$ cat src/rtl/layer_read_sequencer.sv
// ---------------------------------------------------------------------------
// layer_read_sequencer
//
// Issues the per-layer read stream for the pipelined SISO row unit.  For each
// of MAXITER iterations and each of LAYERS layers it produces a burst of
// ADDRDEPTH consecutive reads (rdlayer / rdaddress with rden_LLR, rden_E).
// Consecutive bursts are separated by LAYER_GAP idle cycles so that LLR
// write-back from the previous layer clears before the next layer reads.
// After the final read the row-unit pipeline drains for PIPESTAGES cycles,
// then done pulses for one cycle.
//
// Optional feature (compile-time macro EARLY_TERM_EN):
//   Adds the syndrome_ok input.  On the last GAP cycle that precedes an
//   iteration wrap, syndrome_ok=1 ends the codeword early: the sequencer
//   drains instead of starting the next iteration, and iter_count keeps the
//   completed iteration.  That last gap cycle already has both enables low,
//   so it serves as the first drain cycle.
//   Without the macro the port is absent and all MAXITER iterations run.
//
// Ports:
//   clk          in   single clock, rising edge
//   rst          in   asynchronous active-high reset
//   start        in   begin a codeword (sampled only in IDLE)
//   syndrome_ok  in   parity satisfied (EARLY_TERM_EN builds only)
//   rdlayer      out  layer index of the current read
//   rdaddress    out  address of the current read within the layer
//   rden_LLR     out  LLR read enable / row-unit valid
//   rden_E       out  E-memory read enable (low during iteration 0)
//   iter_count   out  current iteration, 0-based
//   busy         out  high from first RUN cycle through last DRAIN cycle
//   done         out  one-cycle completion pulse
//
// Parameter constraints: 2**LAYERBITS >= LAYERS, MAXITER >= 1,
// LAYER_GAP >= 1, PIPESTAGES >= 1, ADDRDEPTH <= 2**ADDRWIDTH.
// All outputs are registered and reset to 0.
// ---------------------------------------------------------------------------
module layer_read_sequencer #(
    parameter int LAYERS     = 2,
    parameter int LAYERBITS  = 1,
    parameter int ADDRWIDTH  = 5,
    parameter int ADDRDEPTH  = 20,
    parameter int MAXITER    = 10,
    parameter int ITERBITS   = 5,
    parameter int LAYER_GAP  = 12,
    parameter int PIPESTAGES = 13
) (
    input  logic                 clk,
    input  logic                 rst,
    input  logic                 start,
`ifdef EARLY_TERM_EN
    input  logic                 syndrome_ok,
`endif
    output logic [LAYERBITS-1:0] rdlayer,
    output logic [ADDRWIDTH-1:0] rdaddress,
    output logic                 rden_LLR,
    output logic                 rden_E,
    output logic [ITERBITS-1:0]  iter_count,
    output logic                 busy,
    output logic                 done
);

    // Gap and drain share one counter, sized for the longer of the two.
    localparam int CNTMAX = (LAYER_GAP > PIPESTAGES) ? LAYER_GAP : PIPESTAGES;
    localparam int CNTW   = (CNTMAX > 1) ? $clog2(CNTMAX) : 1;

    localparam logic [ADDRWIDTH-1:0] ADDR_LAST  = ADDRWIDTH'(ADDRDEPTH - 1);
    localparam logic [LAYERBITS-1:0] LAYER_LAST = LAYERBITS'(LAYERS - 1);
    localparam logic [ITERBITS-1:0]  ITER_LAST  = ITERBITS'(MAXITER - 1);
    localparam logic [CNTW-1:0]      GAP_LAST   = CNTW'(LAYER_GAP - 1);
    localparam logic [CNTW-1:0]      PIPE_LAST  = CNTW'(PIPESTAGES - 1);

    typedef enum logic [2:0] {
        S_IDLE  = 3'd0,
        S_RUN   = 3'd1,
        S_GAP   = 3'd2,
        S_DRAIN = 3'd3,
        S_DONE  = 3'd4
    } state_t;

    state_t                 r_state;
    logic [ADDRWIDTH-1:0]   r_addr;
    logic [LAYERBITS-1:0]   r_layer;
    logic [ITERBITS-1:0]    r_iter;
    logic [CNTW-1:0]        r_cnt;
    logic                   r_rden_llr;
    logic                   r_rden_e;
    logic                   r_busy;
    logic                   r_done;

    state_t                 w_state_nxt;
    logic [ADDRWIDTH-1:0]   w_addr_nxt;
    logic [LAYERBITS-1:0]   w_layer_nxt;
    logic [ITERBITS-1:0]    w_iter_nxt;
    logic [CNTW-1:0]        w_cnt_nxt;
    logic                   w_rden_llr_nxt;
    logic                   w_rden_e_nxt;
    logic                   w_busy_nxt;
    logic                   w_done_nxt;

    logic                   w_layer_wrap;
    logic                   w_early_exit;

    assign w_layer_wrap = (r_layer == LAYER_LAST);

`ifdef EARLY_TERM_EN
    assign w_early_exit = w_layer_wrap & syndrome_ok;
`else
    assign w_early_exit = 1'b0;
`endif

    // Next-state and next-output decode; outputs are computed one step ahead
    // so that every output comes straight from a flop.
    always_comb begin
        w_state_nxt    = r_state;
        w_addr_nxt     = r_addr;
        w_layer_nxt    = r_layer;
        w_iter_nxt     = r_iter;
        w_cnt_nxt      = r_cnt;
        w_rden_llr_nxt = 1'b0;
        w_rden_e_nxt   = 1'b0;
        w_busy_nxt     = 1'b0;
        w_done_nxt     = 1'b0;

        case (r_state)
            S_IDLE: begin
                if (start) begin
                    w_state_nxt    = S_RUN;
                    w_addr_nxt     = '0;
                    w_layer_nxt    = '0;
                    w_iter_nxt     = '0;
                    w_cnt_nxt      = '0;
                    w_rden_llr_nxt = 1'b1;
                    w_rden_e_nxt   = 1'b0;
                    w_busy_nxt     = 1'b1;
                end else begin
                    w_state_nxt    = S_IDLE;
                end
            end

            S_RUN: begin
                w_busy_nxt = 1'b1;
                if (r_addr == ADDR_LAST) begin
                    // Burst complete: address and layer hold through the gap.
                    w_cnt_nxt = '0;
                    if (w_layer_wrap && (r_iter == ITER_LAST)) begin
                        w_state_nxt = S_DRAIN;
                    end else begin
                        w_state_nxt = S_GAP;
                    end
                end else begin
                    w_addr_nxt     = r_addr + ADDRWIDTH'(1);
                    w_rden_llr_nxt = 1'b1;
                    w_rden_e_nxt   = (r_iter != '0);
                end
            end

            S_GAP: begin
                w_busy_nxt = 1'b1;
                if (r_cnt == GAP_LAST) begin
                    if (w_early_exit) begin
                        // This gap cycle counts as the first drain cycle.
                        if (PIPESTAGES > 1) begin
                            w_state_nxt = S_DRAIN;
                            w_cnt_nxt   = CNTW'(1);
                        end else begin
                            w_state_nxt = S_DONE;
                            w_busy_nxt  = 1'b0;
                            w_done_nxt  = 1'b1;
                        end
                    end else begin
                        w_state_nxt    = S_RUN;
                        w_addr_nxt     = '0;
                        w_rden_llr_nxt = 1'b1;
                        if (w_layer_wrap) begin
                            w_layer_nxt  = '0;
                            w_iter_nxt   = r_iter + ITERBITS'(1);
                            w_rden_e_nxt = 1'b1;
                        end else begin
                            w_layer_nxt  = r_layer + LAYERBITS'(1);
                            w_rden_e_nxt = (r_iter != '0);
                        end
                    end
                end else begin
                    w_cnt_nxt = r_cnt + CNTW'(1);
                end
            end

            S_DRAIN: begin
                if (r_cnt == PIPE_LAST) begin
                    w_state_nxt = S_DONE;
                    w_busy_nxt  = 1'b0;
                    w_done_nxt  = 1'b1;
                end else begin
                    w_cnt_nxt  = r_cnt + CNTW'(1);
                    w_busy_nxt = 1'b1;
                end
            end

            S_DONE: begin
                // iter_count keeps the final iteration until the next start.
                w_state_nxt = S_IDLE;
            end

            default: begin
                w_state_nxt = S_IDLE;
            end
        endcase
    end

    // State, counters and registered outputs; reset aborts any run at once.
    always_ff @(posedge clk or posedge rst) begin
        if (rst) begin
            r_state    <= S_IDLE;
            r_addr     <= '0;
            r_layer    <= '0;
            r_iter     <= '0;
            r_cnt      <= '0;
            r_rden_llr <= 1'b0;
            r_rden_e   <= 1'b0;
            r_busy     <= 1'b0;
            r_done     <= 1'b0;
        end else begin
            r_state    <= w_state_nxt;
            r_addr     <= w_addr_nxt;
            r_layer    <= w_layer_nxt;
            r_iter     <= w_iter_nxt;
            r_cnt      <= w_cnt_nxt;
            r_rden_llr <= w_rden_llr_nxt;
            r_rden_e   <= w_rden_e_nxt;
            r_busy     <= w_busy_nxt;
            r_done     <= w_done_nxt;
        end
    end

    assign rdlayer    = r_layer;
    assign rdaddress  = r_addr;
    assign rden_LLR   = r_rden_llr;
    assign rden_E     = r_rden_e;
    assign iter_count = r_iter;
    assign busy       = r_busy;
    assign done       = r_done;

endmodule

$ cat config.mk
export PLATFORM = sky130hd
export DESIGN_NAME = layer_read_sequencer
export DESIGN_NICKNAME = d
export VERILOG_FILES = /design/src/rtl/layer_read_sequencer.sv
export SDC_FILE = /design/constraint.sdc
export NUM_CORES = 1
export LEC_CHECK = 0
export CAP_MARGIN = 40
export CELL_PAD_IN_SITES_DETAIL_PLACEMENT = 0
export CELL_PAD_IN_SITES_GLOBAL_PLACEMENT = 1
export CORE_ASPECT_RATIO = 0.8
export CORE_MARGIN = 3
export CORE_UTILIZATION = 40
export DETAILED_ROUTE_END_ITERATION = 6
export DONT_BUFFER_PORTS = 1
export MAX_ROUTING_LAYER = met4
export PLACE_DENSITY = 0.77
export SKIP_CTS_REPAIR_TIMING = 1
export SLEW_MARGIN = 25
export SYNTH_ARGS = -nofsm -noshare
export SYNTH_HDL_FRONTEND = slang
export SYNTH_SLANG_ARGS = --single-unit
$ cat constraint.sdc
create_clock -name clk -period 2.8 [get_ports clk]
set_input_delay 0.28 -clock clk [delete_from_list [all_inputs] [get_ports clk]]
set_output_delay 0.28 -clock clk [all_outputs]
set_load 0.005 [all_outputs]
* Word-level counts from Yosys, hierarchy flattened
Index checks and enable logic that the tools add are counted.
** Cells by class
- Add/sub/neg operators :: 4
- $mul :: 0
- Divide/modulo/power cells :: 0
- Order comparisons :: 0
- Equal/unequal tests :: 15
- Shift-type cells :: 0
- Mux-type cells :: 34
- Bitwise gates (word level) :: 0
- Reduce and logical (&&, ||, !) cells :: 12
** Operators with widths (number)
- $mux W5 :: 5
- $mux W4 :: 4
- $ne A2 B2 Y1 const B :: 8
- $pmux W4 S4 :: 1
- $pmux W5 S3 :: 1
- $mux W1 :: 14
- $pmux W3 S4 :: 1
- $add A5 B1 Y5 const B :: 2
- $pmux W5 S2 :: 1
- $mux W3 :: 3
- $eq A4 B4 Y1 const B :: 2
- $reduce_and A4 Y1 :: 2
- $eq A3 B2 Y1 const B :: 2
- $pmux W1 S3 :: 2
- $reduce_and A3 Y1 :: 2
- $eq A5 B4 Y1 const B :: 1
- $eq A5 B5 Y1 const B :: 1
- $reduce_and A5 Y1 :: 1
- $reduce_bool A5 Y1 :: 1
- $add A4 B1 Y4 const B :: 1
- $pmux W1 S2 :: 2
- $reduce_bool A4 Y1 :: 1
- $eq A3 B1 Y1 const B :: 1
- $logic_not A3 Y1 :: 1
- other kinds (5) :: 5
** Storage, ports and cells
- Flip-flop bits (word level) :: 22
- Bits in latches :: 0
- RAM bits :: 0
- Bits in read-only memories :: 0
- Input bits :: 3
- Output and inout port bits :: 15
- Word-level logic and storage cells :: 74
- Memories :: 0

* Longest topological paths before layout
Gate-level depths: netlist (run 1).
- Depth after elaboration :: 5
- Mapped depth :: 5
- Mapped depth without buffers :: 5

* Least setup slack after synthesis (run 1)
No wires, ideal clock.
- Path type :: flip-flop to flip-flop
- From :: reg r_state[0]
- To :: reg r_layer (netlist: rdlayer)
- Library setup time :: 125 ps
- Data arrival time :: 1569 ps
- Data required time :: 2675 ps
- Path slack :: 1106 ps
- Stages on the path, launching flop included :: 6
- Buffers on the path :: 2
- Clock period less this slack :: 1694 ps
- Cells stage by stage :: dfrtp_1 > buf_4 > or4b_1 > buf_2 > o21ai_2 > mux2_2
** Between the ends
- Word-level cells in the longest chain between the ends :: 3
- Elaborated cells on any way between the ends :: 7
- Those cells by class :: 3 x eq/ne; 1 x mux; 3 x reduce/logical
** Ends and longest elaborated chain
- start, declared :: line 80 : state_t r_state;
- start signal, assigned :: line 223 : r_state <= w_state_nxt;
- $eq A3 B2 Y1 / $logic_not A3 Y1 (equally long branches) :: line 124 : case (r_state)
- $ne A2 B2 Y1 (no source line) / $reduce_bool A2 Y1 (equally long branches)
- $reduce_and A3 Y1 (no source line)
- end signal, assigned :: line 225 : r_layer <= w_layer_nxt;
- end, declared :: line 82 : logic [LAYERBITS-1:0] r_layer;
Several ways; a longest one is shown, not always the timed one.
A chain may end at the register's enable or synchronous reset.

* Worst setup path after layout (run 1)
Same ends and word-level chain as after synthesis.

==> results by group, run 1 <==
Clocking
  • TritonCTS clock tree: yes
  • Maximum number of buffers from clock root to sink: 2
  • Clk Latency, worst-skew pair: 0.26 ns
  • Cell at the root of the clock tree: sky130_fd_sc_hd__clkbuf_8
  • Number of buffers created by CTS: 3
  • H-tree depth: 1
  • Clock slew at the register clock pins of the worst setup and hold paths: 0.08 ns
  • Num Clock Sinks: 22

Routing
  • Violation count after the first detailed-routing iteration: 55
  • Routed vias/inst: 6.18
  • DR pass1 iterations: 4
  • Drc violations: 0
  • Routed wire length: 2860 µm
  • WL per Instance: 17.2 µm
  • Via total after detailed routing: 1026
  • Remaining antenna violation count after routing: 0

Critical path
  • Critical path buffers and inverters: 0
  • Highest fanout seen on the critical path: 19
  • Critical path, cell by cell: or4b_1, o21ai_2, mux2_2
  • Maximum cell stage delay along the critical path: 0.76 ns
  • Classification of the worst setup path: register to register
  • Top cell family by delay on the critical path: simple AND/OR/NAND/NOR gates
  • Standard cell with the maximum stage delay on the critical path: sky130_fd_sc_hd__or4b_1
  • Critical Path Start Type: register
  • Worst path required time: 2.95 ns
  • Worst Setup End Kind: register
  • Worst path arrival time: 2.12 ns

Floorplan
  • Die Span Y: 56.8 µm
  • Width of the die: 69.5 µm
  • Core area: 0.00291 mm²
  • Row Count: 17
  • Die Outline Area: 0.00395 mm²
  • Starting utilization of the core area: 44.3%
  • I/O pin total: 18

Global routing
  • First-pass GRT wire length: 4910 µm
  • Number of antenna violations at the first check in global routing: 0
  • Pin count of the biggest net entering global routing: 20
  • Total routing resource utilization after global routing: 15.9%
  • Overflow left after global routing: 0
  • Number of global-route vias before repair: 942

STA
  • Final critical path time including I/O delays and setup: 1.97 ns
  • Final Hold Fails: 0
  • Timing-limited maximum frequency: 508 MHz
  • Setup-failing EPs final: 0
  • Worst Tran Pin Value: 0.679 ns
  • Worst slew margin relative to its limit: 54.1%
  • Pins Over Slew Limit: 0
  • Final period util: 70.3%
  • Worst clock skew: 0.00390 ns
  • Accumulated negative setup slack: 0 ns
  • Unrepaired setup endpoints after global routing: no

Final layout
  • Nets: 139
  • Cell area after layout: 0.00138 mm²
  • Fill cell instance count of the final layout: 255
  • Layout overhead on the synthesized area: 7.07%
  • Util after Layout: 47.4%
  • Fraction of final layout cells with drive strength greater than 1: 10.9%
  • Antenna fix cells: 0

Min path
  • Worst Hold Class: input pin to register

Synth
  • Mapped Nets: 138
  • Post-synth design cell area: 0.00129 mm²
  • Warnings from Yosys: 0
  • Post-Synthesis Cells: 129
  • Sequential share of the synthesized area: 42.6%
  • Synth async-reset ratio: 100%
  • Flip-flop cell with the highest count after synthesis: sky130_fd_sc_hd__dfrtp_1
  • Number of different library cells in the post-synthesis netlist: 44
  • Avg Synthesized Cell Area: 10.0 µm²
  • Total of flip-flops plus latches after synthesis: 22
  • Number of synthesized flops with an enable pin: 0

Power and ir drop
  • Overall power consumption: 1350 µW
  • Internal Pwr Total: 783 µW
  • Clock network power share: 14.6%
  • Static power due to leakage: 0.000584 µW
  • Areal power density over the cells: 976 mW/mm²
  • Power share of the sequential group: 46.6%
  • Combinational power share: 38.8%
  • Worst IR Drop VDD: 522 µV
  • Sw Share: 42.0%
  • Switching component of the power: 567 µW

Run
  • Maximum capacitance violations: 0

Placement
  • HPWL after detailed placement: 2130 µm
  • IO buf count: 0
  • GP Congestion: 0.775
  • Placed inst area: 0.00133 mm²

Outcome
  • Run status: completed
per-stage QoR:
step                      std cells  worst slack, ns  hold slack [ns]
after floorplan                 129             1.11            0.269
after global placement          161            0.938            0.382
after detailed placement        162            0.857            0.201
after CTS                       165            0.846          -0.0845
after global routing            166            0.743            0.252
final                           166            0.831            0.235
placed cells by master (no fill, tap or decap), types with 2 or more instances in the layout:
| cell type | instances |
|---|---|
| sky130_fd_sc_hd__dfrtp_1 | 22 |
| sky130_fd_sc_hd__inv_1 | 10 |
| sky130_fd_sc_hd__nand2_1 | 7 |
| sky130_fd_sc_hd__o21ai_0 | 6 |
| sky130_fd_sc_hd__a21oi_1 | 6 |
| sky130_fd_sc_hd__ha_1 | 6 |
| sky130_fd_sc_hd__nand3_1 | 5 |
| sky130_fd_sc_hd__mux2i_1 | 5 |
| sky130_fd_sc_hd__nand4_1 | 4 |
| sky130_fd_sc_hd__nand2b_1 | 4 |
| sky130_fd_sc_hd__nor3b_1 | 4 |
| sky130_fd_sc_hd__nor4b_1 | 3 |
| sky130_fd_sc_hd__mux2_2 | 3 |
| sky130_fd_sc_hd__clkbuf_8 | 3 |
| sky130_fd_sc_hd__o211ai_1 | 2 |
| sky130_fd_sc_hd__a31oi_1 | 2 |
| sky130_fd_sc_hd__nor2_1 | 2 |
| sky130_fd_sc_hd__nor2b_1 | 2 |
| sky130_fd_sc_hd__o31ai_1 | 2 |
| sky130_fd_sc_hd__or4_1 | 2 |
| sky130_fd_sc_hd__a211oi_1 | 2 |
| sky130_fd_sc_hd__a32o_1 | 2 |
| sky130_fd_sc_hd__buf_4 | 2 |
logic make-up after synthesis:
group,synth area share [%]
simple gates,23.1
buf+inv,5.81
compound gates,16.2
fa+ha+maj,5.81
mux,6.49
flops,42.6
worst register-to-register path: cells and delay by family, from the launching register on:
family	cells	cell delay (ns)
DFF	1	0.56
muxes	1	0.36
AOI/OAI and AO/OA	1	0.17
and+or+nand+nor	1	0.76
cell type report:
type                            count  area, µm²  area share, %
Clock buffer                        3       41.3           2.99
Sequential cell                    22        551           39.8
Multi-Input combinational cell     89        666           48.1
Inverter                           10       37.5           2.71
Tap cell                           38       47.5           3.44
Timing Repair Buffer                4       40.0           2.90
flip-flops by register name, indices dropped and copies added, names as in the netlist:
register,flops
done,1
rden_E,1
rden_LLR,1
iter_count,5
busy,1
r_state,3
rdlayer,1
r_cnt,4
rdaddress,5
worst paths after layout:
| check | endpoint | depth (start not counted) | slack (ns) | from |
|---|---|---|---|---|
| max | rdlayer$_DFFE_PP0P_ | 3 | 0.83 | r_state[0]$_DFFE_PP0P_ |
| max reg2reg | rdlayer$_DFFE_PP0P_ | 3 | 0.83 | r_state[0]$_DFFE_PP0P_ |
| min in group asynchronous | iter_count[0]$_DFFE_PP0P_ | 2 | 0.46 | rst |
| max in group asynchronous | rdaddress[4]$_DFFE_PP0P_ | 3 | 1.89 | rst |
| min | busy$_DFF_PP0_ | 2 | 0.23 | start |
| min reg2reg | r_cnt[0]$_DFFE_PP0P_ | 1 | 0.54 | r_cnt[0]$_DFFE_PP0P_ |
synth_stat cells (all sizes together), types with 2 or more instances:
master / instances / area, µm²
or4: 2 / 15.0
or3b: 2 / 17.5
nor3b: 4 / 30.0
mux2: 3 / 33.8
a31oi: 2 / 12.5
dfrtp: 22 / 551
nand2b: 4 / 25.0
a21oi: 6 / 30.0
a211oi: 2 / 15.0
clkbuf: 4 / 15.0
nor2: 2 / 7.51
nand3: 5 / 25.0
nor4b: 3 / 26.3
a32o: 2 / 20.0
mux2i: 5 / 50.1
buf: 4 / 22.5
nand4: 4 / 25.0
nor2b: 2 / 12.5
ha: 6 / 75.1
inv: 10 / 37.5
o21ai: 7 / 38.8
o31ai: 2 / 15.0
o211ai: 2 / 15.0
nand2: 7 / 26.3
per-layer routing:
layer | GRT usage, % | routed length [µm] | up-vias | share of wire (%)
met5 | - | 0 | - | 0
met4 | 3.34 | 27 | 0 | 0.94
met3 | 4.83 | 189 | 4 | 6.6
met2 | 23.4 | 1320 | 30 | 46
met1 | 21.6 | 1330 | 512 | 46
li1 | - | - | 480 | -
power groups by stage:
stage / sequential, µW / combinational, µW / clock (µW)
6_report: 629 / 523 / 197
5_1_grt: 658 / 590 / 223
4_1_cts: 629 / 524 / 202
3_5_place_dp: 635 / 521 / 0
3_3_place_gp: 626 / 498 / 0
2_1_floorplan: 535 / 485 / 0
Power figures use the tool's default switching activity.
==> inputs of run 2 (changes only) <==
Clock period 2.8 ns to 1.88 ns, I/O delays scaled along.
==> run 2 against run 1 <==
Net effect:
- setup slack got worse by 0.73 ns
- flip-flop and latch count did not move
- clock skew is 0.0019 ns lower
- global-route usage up 1.4 points
- core utilization increased by 3.3 points
- sequential share of layout area down 2.6 points
- final cell count is 6.0% higher
- largest cell class unchanged
- first-iteration DRC count fell by 15%
- combinational power is 86% higher
==> results by group, run 2 (synthesized netlist as in run 1, its figures left out) <==
Final layout
  • Fraction of final layout cells with drive strength greater than 1: 18.1%
  • Antenna fix cells: 0
  • Commonest non-fill, non-tap cell in the layout: sky130_fd_sc_hd__dfrtp_1
  • Fill cell instance count of the final layout: 253
  • Layout overhead on the synthesized area: 14.5%
  • Leading cell types in the layout, fill and taps excluded: 22 x sky130_fd_sc_hd__dfrtp_1, 12 x sky130_fd_sc_hd__buf_4, 10 x sky130_fd_sc_hd__inv_1, 7 x sky130_fd_sc_hd__nand2_1
  • Nets: 148
  • Final Non-Filler Cells: 176

Global routing
  • Met3 usage in global routing: 4.29%
  • Most used routing layer in global routing: met2
  • First-pass GRT wire length: 5310 µm
  • Routing usage on met1: 23.0%
  • Number of antenna violations at the first check in global routing: 0
  • Pin count of the biggest net entering global routing: 23
  • Overflow left after global routing: 0
  • Number of global-route vias before repair: 1039
  • Total routing resource utilization after global routing: 17.3%
  • Global-route track usage on met2: 26.6%

STA
  • Setup-failing EPs final: 0
  • Final period util: 94.8%
  • Worst slew margin relative to its limit: 73.6%
  • Accumulated negative setup slack: 0 ns
  • Worst clock skew: 0.00198 ns
  • Unrepaired setup endpoints after global routing: no
  • Timing-limited maximum frequency: 561 MHz
  • Pins Over Slew Limit: 0
  • Final critical path time including I/O delays and setup: 1.78 ns
  • Worst Tran Pin Value: 0.395 ns
  • Final Hold Fails: 0

Min path
  • Number of cells on the worst hold path: 2
  • Startpoint of the worst hold path: start
  • Worst Hold Class: input pin to register
  • Worst Hold Endpoint: busy$_DFF_PP0_

Clocking
  • Clock slew at the register clock pins of the worst setup and hold paths: 0.08 ns
  • H-tree depth: 1
  • Clk Latency, worst-skew pair: 0.26 ns
  • Number of buffers created by CTS: 3
  • Cell at the root of the clock tree: sky130_fd_sc_hd__clkbuf_8
  • Num Clock Sinks: 22
  • TritonCTS clock tree: yes
  • Maximum number of buffers from clock root to sink: 2

Power and ir drop
  • Worst IR Drop VDD: 848 µV
  • Overall power consumption: 2200 µW
  • Static power due to leakage: 0.000648 µW
  • Areal power density over the cells: 1490 mW/mm²

Critical path
  • Capture instance of the worst register-to-register path: iter_count[2]$_DFFE_PP0P_
  • R2R Path Start: r_state[0]$_DFFE_PP0P_
  • Highest fanout seen on the critical path: 13
  • Critical Path Start Type: register
  • Worst path required time: 2.07 ns
  • Worst-case register-to-register setup slack: 0.1 ns
  • R2R cell count: 4
  • Classification of the worst setup path: register to register
  • Worst Setup End Kind: register
  • Worst path arrival time: 1.97 ns

Placement
  • Post-Place Cells: 171
  • HPWL after detailed placement: 2320 µm
  • GP Congestion: 0.768
  • IO buf count: 0

Floorplan
  • I/O pin total: 18
  • Width of the die: 69.5 µm
  • Die Span Y: 56.8 µm
  • Starting utilization of the core area: 44.3%
  • Row Count: 17
  • Die Outline Area: 0.00395 mm²
  • Core area: 0.00291 mm²

Routing
  • Via total after detailed routing: 1041
  • Routed wire length: 3010 µm
  • WL per Instance: 17.1 µm
  • Remaining antenna violation count after routing: 0
  • Violation count after the first detailed-routing iteration: 47
  • Routed vias/inst: 5.91
  • Drc violations: 0
  • DR pass1 iterations: 4

Outcome
  • Run status: completed

Run
  • Maximum capacitance violations: 0
==> run 2: cell types whose count changed in the layout (fill, tap and decap cells not counted) <==
| cell | before | now |
|---|---|---|
| sky130_fd_sc_hd__buf_8 | 1 | 0 |
| sky130_fd_sc_hd__o311ai_4 | 0 | 1 |
| sky130_fd_sc_hd__nand4b_4 | 0 | 1 |
| sky130_fd_sc_hd__o21ai_1 | 0 | 1 |
| sky130_fd_sc_hd__o311ai_2 | 1 | 0 |
| sky130_fd_sc_hd__buf_4 | 2 | 12 |
| sky130_fd_sc_hd__clkbuf_8 | 3 | 4 |
| sky130_fd_sc_hd__or4b_4 | 0 | 1 |
| sky130_fd_sc_hd__o21ai_0 | 6 | 5 |
| sky130_fd_sc_hd__nand4b_2 | 1 | 0 |
| sky130_fd_sc_hd__or4b_1 | 1 | 0 |
==> run 2: critical path: stages (launching register included) <==
cell	delay, ns
sky130_fd_sc_hd__dfrtp_1	0.50
sky130_fd_sc_hd__buf_4	0.21
sky130_fd_sc_hd__or2_2	0.35
sky130_fd_sc_hd__or4_1	0.49
sky130_fd_sc_hd__a21oi_1	0.16
==> run 2: worst max-delay path by stage <==
stage | from | endpoint | cells past startpoint
finish | r_state[0]$_DFFE_PP0P_ | iter_count[2]$_DFFE_PP0P_ | 4
global route | r_state[0]$_DFFE_PP0P_ | iter_count[2]$_DFFE_PP0P_ | 4
CTS | r_state[0]$_DFFE_PP0P_ | rdlayer$_DFFE_PP0P_ | 3
detailed placement | r_state[0]$_DFFE_PP0P_ | rdlayer$_DFFE_PP0P_ | 3
global placement | r_state[0]$_DFFE_PP0P_ | rdlayer$_DFFE_PP0P_ | 3
floorplan | r_state[0]$_DFFE_PP0P_ | rdlayer$_DFFE_PP0P_ | 5
==> run 2: layout make-up <==
class	instances	area, µm²	area share [%]
flip-flops and latches	22	551	37.2
repair buffers	13	100	6.77
inverters	10	37.5	2.54
clock buffers	4	55.1	3.72
well taps	38	47.5	3.21
multi-input cells	89	688	46.5
==> run 2: power by group <==
part	leakage (µW)	switching, µW	total [µW]	internal [µW]
combinational	0.000339	504	974	470
sequential	0.000280	239	886	647
clock	0.0000288	153	340	187
total	0.000648	897	2200	1300
==> run 2: metal layers <==
metal  routed length, µm  share of wire (%)  vias up
li1                    -                  -      495
met4                  50                1.7        0
met2                1410                 47       30
met5                   0                  0        -
met1                1330                 44      510
met3                 222                7.4        6
==> run 2: stage by stage <==
| stage | hold WS (ns) | setup WS, ns | area [µm²] | util [%] |
|---|---|---|---|---|
| after detailed placement | 0.141 | 0.105 | 1390 | 47.7 |
| after global routing | 0.146 | 0.00686 | 1480 | 50.8 |
| after floorplan | 0.177 | 0.186 | 1290 | - |
| after global placement | 0.131 | 0.159 | 1390 | 47.7 |
| final | 0.137 | 0.0973 | 1480 | 50.8 |
| after CTS | -0.148 | 0.0819 | 1450 | 49.6 |
==> variant, RTL diff (flow settings as in run 2) <==
Add a define of `EARLY_TERM_EN`.
--- a/src/rtl/layer_read_sequencer.sv
+++ b/src/rtl/layer_read_sequencer.sv
@@ -34,6 +34,8 @@
 // LAYER_GAP >= 1, PIPESTAGES >= 1, ADDRDEPTH <= 2**ADDRWIDTH.
 // All outputs are registered and reset to 0.
 // ---------------------------------------------------------------------------
+`define EARLY_TERM_EN
+
 module layer_read_sequencer #(
     parameter int LAYERS     = 2,
     parameter int LAYERBITS  = 1,
Ports: changed (added syndrome_ok); port bits go from 18 to 19. The function was not compared with the original's and may differ.
==> variant against run 2 <==
  * Sequential share of layout area rose by 1.2 points
  * Setup slack better by 0.070 ns
  * Sequential cell count unchanged
  * Power shrank 12%
  * Area after synthesis rose by 0.58%
  * Die area grew 0.52%
  * Via count fell by 5.1%
  * Wire length shrank 9.7%
  * Cell area shrank 3.1%
  * Clock skew rose by 0.0015 ns
==> variant: results (changes against run 2) <==
| Metric | Value |
|---|---|
| GPL Wtd Cong | `0.8670 (+13%)` |
| Diode count | `0 (unchanged)` |
| Slew @ Worst Pin | `0.4296 ns (+0.03449 ns)` |
| H-tree levels | `1 (unchanged)` |
| Share of layout cells above drive strength 1 | `0.1852 (+0.004026)` |
| Synth cell types | `46 (+4.5%)` |
| GRT Resource Usage Total | `0.1530 (-0.02041)` |
| # fillers | `270 (+6.7%)` |
| Clock buffer depth | `2 (unchanged)` |
| DP HPWL | `2135 µm (-8.2%)` |
| Top_reg_cell synth | `dfrtp_1` |
| Synth Warn # | `0 (unchanged)` |
| Post-synth ARST share | `1.000 (unchanged)` |
| Drt first pass iters | `4 (unchanged)` |
| Ranking of synthesized cells by area | `dfrtp_1 42%, ha_1 5.8%, mux2i_1 3.9%` |
| CTS clock-pin slew for the worst setup and hold paths | `0.08 ns (about the same)` |
| Post-synthesis net count | `139 (+0.72%)` |
| Vias in the first global route | `946 (-9.0%)` |
| Worst-Skew Late Latency | `0.26 ns (about the same)` |
| Seq/Total Area, Yosys | `0.4239 (-0.002464)` |
| Antenna violations before repair | `0 (unchanged)` |
| Worst Hold Class | `in2reg` |
| Area after DPL | `1363 µm² (-2.1%)` |
| Largest net degree at the start of global routing | `13 (-43%)` |
| NumNets Final | `146 (-1.4%)` |
| # DRC | `0 (unchanged)` |
| Critical path fanouts, max | `5 (-8)` |
| Num CTS Buffers | `3 (unchanged)` |
| DRT iter0 DRCs | `92 (+96%)` |
| Clk_skew | `0.003462 ns (+0.001479 ns)` |
| Commonest cells in the netlist | `22 x dfrtp_1, 11 x nand2_1, 9 x o21ai_0` |
| Pleak | `0.6515 nW (+0.53%)` |
| Root buffer cell | `clkbuf_8` |
| Worst VDD drop | `0.5454 mV (-36%)` |
| Outcome | `finished clean` |
| Slew Limit Fails | `0 (unchanged)` |
| Drt total wl | `2721 µm (-9.7%)` |
| WP data arrival | `1.87 ns (-0.10 ns)` |
| First-pass GRT wire length | `4705 µm (-11%)` |
| Vias per std cell | `5.711 (-3.4%)` |
| Input/output buffers | `0 (unchanged)` |
==> variant: cell types whose count changed in the layout (fill, tap and decap cells not counted), sizes merged, moves of 3 or more <==
cell / run 2 / this run
a21oi: 6 / 0
buf: 12 / 7
nand2: 7 / 11
nand3: 5 / 8
nor2: 2 / 5
nor3: 1 / 5
o21ai: 7 / 10
==> variant: report_power, final <==
| part | internal, mW | switching (mW) | total, mW | leakage (nW) |
|---|---|---|---|---|
| clock | 0.187 | 0.152 | 0.338 | 0.0288 |
| sequential | 0.637 | 0.214 | 0.851 | 0.273 |
| combinational | 0.355 | 0.396 | 0.750 | 0.350 |
==> variant: final cells by class <==
type	instances	area (µm²)	share of cell area
timing repair buffer	8	62.56	0.04367
sequential	22	550.5	0.3843
inverter	8	30.03	0.02096
tap	38	47.55	0.03319
multi-input combinational	93	686.9	0.4795
clock buffer	4	55.05	0.03843
==> variant: per-layer routing <==
metal  vias to the layer above  track usage  share of wire
li1                        485            -              -
met5                         -            -              0
met4                         0      0.02459         0.0044
met3                         2      0.04577          0.057
met2                        27       0.2405           0.46
met1                       474       0.2011           0.48
==> variant: stage by stage <==
stage | setup WS [ns] | power (mW) | cells
floorplan | 0.2603 | 1.403 | 129
global placement | 0.1140 | 1.586 | 168
detailed placement | 0.08585 | 1.611 | 168
CTS | 0.06189 | 1.962 | 172
global route | 0.05220 | 2.119 | 173
finish | 0.1669 | 1.939 | 173
==> variant: logic make-up after synthesis <==
family,after synthesis,share of synthesized area
and+or+nand+nor,54,0.2524
AOI/OAI and AO/OA,25,0.1542
xor gates and xnor gates,2,0.01349
muxes,6,0.04721
adders and majority gates,6,0.05780
DFF,22,0.4239
buffers and inverters,14,0.05106
==> variant: critical path, stage by stage (launching register included) <==
cell,delay [ns]
dfrtp_1,0.37
inv_1,0.08
ha_1,0.19
and3_2,0.26
a311oi_4,0.30
o2111ai_1,0.17
a22o_2,0.23
==> variant: worst paths after layout <==
check                                         startpoint                         to  slack [ns]  cells past startpoint
max in group asynchronous                            rst  iter_count[0]$_DFFE_PP0P_        0.99                      3
worst min-delay path                               start  iter_count[2]$_DFFE_PP0P_        0.17                      3
min in group asynchronous                            rst   rdaddress[4]$_DFFE_PP0P_        0.36                      2
worst min register to register  rdaddress[2]$_DFFE_PP0P_   rdaddress[2]$_DFFE_PP0P_        0.57                      1
worst max register to register      r_cnt[0]$_DFFE_PP0P_       r_cnt[2]$_DFFE_PP0P_        0.17                      6
worst max-delay path                r_cnt[0]$_DFFE_PP0P_       r_cnt[2]$_DFFE_PP0P_        0.17                      6
